<file path="config.mk">
export PLATFORM = sky130hd
export DESIGN_NAME = hazard_ctrl_unit_flat
export DESIGN_NICKNAME = d
export VERILOG_FILES = /design/src/rtl/hazard_ctrl_if.sv /design/src/rtl/hazard_ctrl_unit.sv /design/src/flat_wrapper.sv
export SDC_FILE = /design/constraint.sdc
export NUM_CORES = 1
export LEC_CHECK = 0
export ABC_CLOCK_PERIOD_IN_PS = 2400
export CORE_ASPECT_RATIO = 1.2
export CORE_MARGIN = 2
export CORE_UTILIZATION = 38
export CTS_CLUSTER_DIAMETER = 200
export DETAILED_ROUTE_END_ITERATION = 16
export HOLD_SLACK_MARGIN = 0.08
export PLACE_DENSITY = 0.8
export SYNTH_ARGS = -nofsm -noshare
export SYNTH_HDL_FRONTEND = slang
export SYNTH_SLANG_ARGS = --single-unit
</file>
<file path="constraint.sdc">
create_clock -name clk -period 2.4 [get_ports clk]
set_input_delay 0.6 -clock clk [delete_from_list [all_inputs] [get_ports clk]]
set_output_delay 0.6 -clock clk [all_outputs]
set_load 0.02 [all_outputs]
</file>
<file path="src/rtl/hazard_ctrl_if.sv">
// hazard_ctrl_if: pipeline-side hazard inputs and stall/flush controls of hazard_ctrl_unit
interface hazard_ctrl_if;
    logic [4:0] id_rs1_addr;
    logic [4:0] id_rs2_addr;
    logic       id_uses_rs1;
    logic       id_uses_rs2;
    logic       ex_mem_read;
    logic [4:0] ex_rd_addr;
    logic       ex_branch_taken;
    logic       ex_mdu_valid;
    logic       ex_mdu_is_div;
    logic       pc_stall;
    logic       if_id_stall;
    logic       if_id_flush;
    logic       id_ex_stall;
    logic       id_ex_bubble;
    logic       id_ex_flush;
    logic       ex_mem_bubble;
    logic       mdu_done;

    modport master (
        output id_rs1_addr, id_rs2_addr, id_uses_rs1, id_uses_rs2, ex_mem_read, ex_rd_addr,
               ex_branch_taken, ex_mdu_valid, ex_mdu_is_div,
        input  pc_stall, if_id_stall, if_id_flush, id_ex_stall, id_ex_bubble, id_ex_flush,
               ex_mem_bubble, mdu_done
    );

    modport slave (
        input  id_rs1_addr, id_rs2_addr, id_uses_rs1, id_uses_rs2, ex_mem_read, ex_rd_addr,
               ex_branch_taken, ex_mdu_valid, ex_mdu_is_div,
        output pc_stall, if_id_stall, if_id_flush, id_ex_stall, id_ex_bubble, id_ex_flush,
               ex_mem_bubble, mdu_done
    );
endinterface

</file>
<file path="src/rtl/hazard_ctrl_unit.sv">
// hazard_ctrl_unit: load-use, taken-branch and multi-cycle MDU stall/flush sequencing
module hazard_ctrl_unit #(
    parameter int MUL_CYCLES = 2,
    parameter int DIV_CYCLES = 34
) (
    input  logic clk,
    input  logic rst_n,
    hazard_ctrl_if.slave bus
);
    localparam int CNT_W = $clog2(DIV_CYCLES + 1);
    localparam logic [CNT_W-1:0] ONE   = CNT_W'(1);
    localparam logic [CNT_W-1:0] MUL_N = CNT_W'(MUL_CYCLES);
    localparam logic [CNT_W-1:0] DIV_N = CNT_W'(DIV_CYCLES);

    typedef enum logic {RUN, BUSY} state_t;

    state_t           state;
    logic [CNT_W-1:0] cnt;
    logic [CNT_W-1:0] n_cyc;
    logic             run, mdu_go, load_use, lu_stall, mdu_start, mdu_single, busy_hold, busy_done;

    // all decodes are qualified by rst_n so every output drops asynchronously in reset
    assign n_cyc      = bus.ex_mdu_is_div ? DIV_N : MUL_N;
    assign run        = rst_n && state == RUN;
    assign mdu_go     = run && !bus.ex_branch_taken && bus.ex_mdu_valid;
    assign mdu_start  = mdu_go && n_cyc != ONE;
    assign mdu_single = mdu_go && n_cyc == ONE;
    assign load_use   = bus.ex_mem_read && bus.ex_rd_addr != 5'd0 &&
                        ((bus.id_uses_rs1 && bus.id_rs1_addr == bus.ex_rd_addr) ||
                         (bus.id_uses_rs2 && bus.id_rs2_addr == bus.ex_rd_addr));
    assign lu_stall   = run && !bus.ex_branch_taken && !bus.ex_mdu_valid && load_use;
    assign busy_hold  = rst_n && state == BUSY && cnt > ONE;
    assign busy_done  = rst_n && state == BUSY && cnt == ONE;

    assign bus.pc_stall      = mdu_start || busy_hold || lu_stall;
    assign bus.if_id_stall   = mdu_start || busy_hold || lu_stall;
    assign bus.id_ex_stall   = mdu_start || busy_hold;
    assign bus.ex_mem_bubble = mdu_start || busy_hold;
    assign bus.id_ex_bubble  = lu_stall;
    assign bus.if_id_flush   = run && bus.ex_branch_taken;
    assign bus.id_ex_flush   = run && bus.ex_branch_taken;
    assign bus.mdu_done      = mdu_single || busy_done;

    // MDU sequencer: load N-1 on start, count down in BUSY, return to RUN when the last cycle completes
    always_ff @(posedge clk or negedge rst_n) begin
        if (!rst_n) begin
            state <= RUN;
            cnt   <= '0;
        end else if (mdu_start) begin
            state <= BUSY;
            cnt   <= n_cyc - ONE;
        end else if (busy_done) begin
            state <= RUN;
        end else if (busy_hold) begin
            cnt <= cnt - ONE;
        end
    end
endmodule
</file>
<file path="src/flat_wrapper.sv">
// flat-port wrapper written by rule: the top's interface ports become plain ports
module hazard_ctrl_unit_flat 
#(
    parameter int MUL_CYCLES = 2,
    parameter int DIV_CYCLES = 34
)
  (clk, rst_n, bus_id_rs1_addr, bus_id_rs2_addr, bus_id_uses_rs1, bus_id_uses_rs2, bus_ex_mem_read, bus_ex_rd_addr, bus_ex_branch_taken, bus_ex_mdu_valid, bus_ex_mdu_is_div, bus_pc_stall, bus_if_id_stall, bus_if_id_flush, bus_id_ex_stall, bus_id_ex_bubble, bus_id_ex_flush, bus_ex_mem_bubble, bus_mdu_done);
  hazard_ctrl_if bus_i ();
  input  logic clk;
  input  logic rst_n;
  input wire logic [$bits(bus_i.id_rs1_addr)-1:0] bus_id_rs1_addr;
  input wire logic [$bits(bus_i.id_rs2_addr)-1:0] bus_id_rs2_addr;
  input wire logic [$bits(bus_i.id_uses_rs1)-1:0] bus_id_uses_rs1;
  input wire logic [$bits(bus_i.id_uses_rs2)-1:0] bus_id_uses_rs2;
  input wire logic [$bits(bus_i.ex_mem_read)-1:0] bus_ex_mem_read;
  input wire logic [$bits(bus_i.ex_rd_addr)-1:0] bus_ex_rd_addr;
  input wire logic [$bits(bus_i.ex_branch_taken)-1:0] bus_ex_branch_taken;
  input wire logic [$bits(bus_i.ex_mdu_valid)-1:0] bus_ex_mdu_valid;
  input wire logic [$bits(bus_i.ex_mdu_is_div)-1:0] bus_ex_mdu_is_div;
  output wire logic [$bits(bus_i.pc_stall)-1:0] bus_pc_stall;
  output wire logic [$bits(bus_i.if_id_stall)-1:0] bus_if_id_stall;
  output wire logic [$bits(bus_i.if_id_flush)-1:0] bus_if_id_flush;
  output wire logic [$bits(bus_i.id_ex_stall)-1:0] bus_id_ex_stall;
  output wire logic [$bits(bus_i.id_ex_bubble)-1:0] bus_id_ex_bubble;
  output wire logic [$bits(bus_i.id_ex_flush)-1:0] bus_id_ex_flush;
  output wire logic [$bits(bus_i.ex_mem_bubble)-1:0] bus_ex_mem_bubble;
  output wire logic [$bits(bus_i.mdu_done)-1:0] bus_mdu_done;
  assign bus_i.id_rs1_addr = bus_id_rs1_addr;
  assign bus_i.id_rs2_addr = bus_id_rs2_addr;
  assign bus_i.id_uses_rs1 = bus_id_uses_rs1;
  assign bus_i.id_uses_rs2 = bus_id_uses_rs2;
  assign bus_i.ex_mem_read = bus_ex_mem_read;
  assign bus_i.ex_rd_addr = bus_ex_rd_addr;
  assign bus_i.ex_branch_taken = bus_ex_branch_taken;
  assign bus_i.ex_mdu_valid = bus_ex_mdu_valid;
  assign bus_i.ex_mdu_is_div = bus_ex_mdu_is_div;
  assign bus_pc_stall = bus_i.pc_stall;
  assign bus_if_id_stall = bus_i.if_id_stall;
  assign bus_if_id_flush = bus_i.if_id_flush;
  assign bus_id_ex_stall = bus_i.id_ex_stall;
  assign bus_id_ex_bubble = bus_i.id_ex_bubble;
  assign bus_id_ex_flush = bus_i.id_ex_flush;
  assign bus_ex_mem_bubble = bus_i.ex_mem_bubble;
  assign bus_mdu_done = bus_i.mdu_done;
  hazard_ctrl_unit #(.MUL_CYCLES(MUL_CYCLES), .DIV_CYCLES(DIV_CYCLES)) u_core (.clk(clk), .rst_n(rst_n), .bus(bus_i));
endmodule
</file>
==> impl_results.md <==
* Status: completed
* Synth top area share at 29.4%
* Worst vdd ir at approximately 0.67 mV
* Initial Util at 41.3%
* Worst setup SP type: primary input
* Leakage at between 0.5 and 0.6 nW
* CTS Sinks at 7
* Core Rows at 15
* Seq/Total Area, Yosys at approximately 29%
* Post-route cell area at about 1100 um^2
* Area after DPL at about 1000 um^2
* Post-CTS setup buffers at 0
* Synth Area per Inst at about 8.6 um^2
* Non-Filler Instances at between 100 and 150
* IO buf count at 30
* Die X-Extent at about 40 um
* Vias/cell at approximately 5
* MaxCap Viol Count at 0
* DR iter-0 viols at 0
* CTS max path bufs at 2
* Final Wtd Congestion at slightly above 0.8
* Dpl hpwl at ~1400 um
* Final Core Density at roughly three quarters
* CP endpoint kind: primary output
* Fmax at 423 MHz
* Routed len/inst at 13.5 um
* First-pass GRT wire length at roughly 2600 um
* Synthesis Warnings at 0
* Syn Inst Count at a little under 70
* Crit path time final at approximately 2.4 ns
* Overflow after GRT at 0
* Vias in the first global route at ~630
* Largest net degree at the start of global routing at 11
* WS Path Type: primary input to primary output
* Antenna violations before repair at 0
* CTS Hold Bufs at 0
* Pwr Density at around 870 nW/um^2
* Net count, final at 140
* Die area at approximately 1900 um^2
* Placed instance count at about 130
* Fillers at 110
* Setup Viol. Count Final at 0
* H-tree Lvls at 1
* Final hold vios at 0
* Worst clock skew at approximately 0.00017 ns
* Relative slew slack at between 70% and 80%
* Library cells used by synthesis at 31
* Fraction of layout cells with a size suffix above 1 at slightly below 40%
* Fin. max-slew vios at 0
* Yosys reg bits at 7
* Clock Tree Root: clkbuf_4
* WL final at around 1800 um
* Syn nets at between 90 and 100
* # diodes at 0
* Layout area overhead at 78.6%
* Core area at about 1400 um^2
* Worst-path fanout max at 2
* Gr usage total at 20.6%
* CTS buffer count at 3
* Number of top-level design ports at 31
* DRT Pass-1 Iters at 1
* Slew at the pin closest to its max-slew limit at 0.316 ns
* CTS tree: built
* Area contributors post-synth: dfrtp_1 29%, xor2_1 16%, xnor2_1 4.4%, ha_1 4.2%, buf_4 3.8%
* Vias at between 600 and 700
* Fin crit share at between 90% and 100%
* R2R Setup Slk at 0.56 ns
* Worst-path clk slew at roughly 0.05 ns
* Post-route ant nets at 0
* Worst skew pair latency at about 0.25 ns
* CP Data Arrival Time at between 1.5 and 2 ns
* Synth area leader: dfrtp_1
* # DRC at 0
* Mapped cell area at ~600 um^2
* Die H at approximately 47 um
* Tightest Hold Check Type: primary input to asynchronous set/reset pin
* Req. time, crit path at approximately 1.8 ns
[cells by family (layout without fill, tap and decap cells)]
kind of cell / after synthesis / count (layout) / synth area share (%)
compound gates: 10 / 10 / 12.4
flops: 7 / 7 / 29.4
fa+ha+maj: 2 / 2 / 4.19
buf+inv: 8 / 53 / 6.92
xor+xnor: 14 / 14 / 20.5
simple gates: 28 / 28 / 26.6
[worst paths after layout]
path / to / start / depth (start not counted)
worst min register to register: u_core.cnt[4] / u_core.cnt[4] / 3
worst max register to register: u_core.cnt[3] / u_core.cnt[0] / 7
worst min-delay path: u_core.cnt[0] / rst_n / 2
min in group clk: u_core.cnt[4] / u_core.cnt[4] / 3
max in group asynchronous: u_core.cnt[4] / rst_n / 2
worst max-delay path: bus_if_id_stall / bus_id_rs2_addr[1] / 6
[layout make-up]
cell class	count	area, um^2	share of cell area (%)
timing repair buffer	45	374	35.1
sequential	7	175	16.4
clock buffer	4	26.3	2.46
multi-input combinational	54	454	42.6
inverter	4	15.0	1.41
tap	17	21.3	2.00
[timing repair]
| action | CTS | global route |
|---|---|---|
| pin swaps | 8 | 12 |
| resized for setup | 65 | 13 |
| endpoints found under the setup margin | 8 | 4 |
| endpoints found under the hold margin | 0 | 0 |
[routing by layer]
layer	track usage [%]	share of wire [%]	up-vias
met3	4.65	12	2
met5	0	0	-
met4	10.0	0.45	0
li1	-	-	326
met1	18.1	33	302
met2	41.6	54	27
[cells in the mapped netlist]
cell type	count
o211ai_1	1
nor3b_1	1
buf_4	3
dfrtp_1	7
or4_1	1
inv_1	4
nand2_1	5
or3_2	2
and2_1	2
nand3_1	1
a21oi_1	2
o2111ai_1	1
o21bai_1	1
and2_0	1
nand2_2	1
o21ai_1	1
nor3_1	1
a32oi_1	1
clkbuf_1	1
nand4_1	1
and3_1	1
nor4_1	2
nor2_1	6
xor2_1	11
or2_2	1
nor4bb_1	1
or4_4	1
o21ai_0	2
ha_1	2
xnor2_1	3
o21ai_4	1
[report_power, final]
group | switching [mW] | internal [mW]
logic | 0.285 | 0.315
clock network | 0.0470 | 0.0637
registers | 0.0373 | 0.174
total | 0.369 | 0.553
[flip-flops by register name, summed over array words and instances (netlist names)]
name and count:
u_core.state 1, u_core.cnt 6
[metrics by stage]
step	TNS, ns	worst slack, ns	power (mW)	hold WS, ns
3_5_place_dp	-4.60	-0.802	0.808	0.645
2_1_floorplan	0	0.0164	0.536	0.304
4_1_cts	0	0.000882	0.920	0.422
3_3_place_gp	-4.44	-0.745	0.790	0.611
6_report	0	0.0363	0.922	0.435
5_1_grt	-0.0737	-0.0285	1.00	0.436
[worst max-delay path, stage by stage]
cell	delay [ns]
clkdlybuf4s15_1	0.21
xor2_2	0.16
nor4_2	0.34
a32oi_2	0.13
o21bai_4	0.19
buf_6	0.14
[cell usage in the layout (no fill, tap or decap), drive strengths merged, types with 4 or more instances in the layout]
cell type / synthesis / routed
xor2: 11 / 11
clkdlybuf4s50: 0 / 6
buf: 3 / 25
nor2: 6 / 6
nand2: 6 / 6
clkdlybuf4s15: 0 / 6
clkbuf: 1 / 4
o21ai: 4 / 4
inv: 4 / 4
dfrtp: 7 / 7
dlygate4sd2: 0 / 7
(Power assumes the default switching activity.)
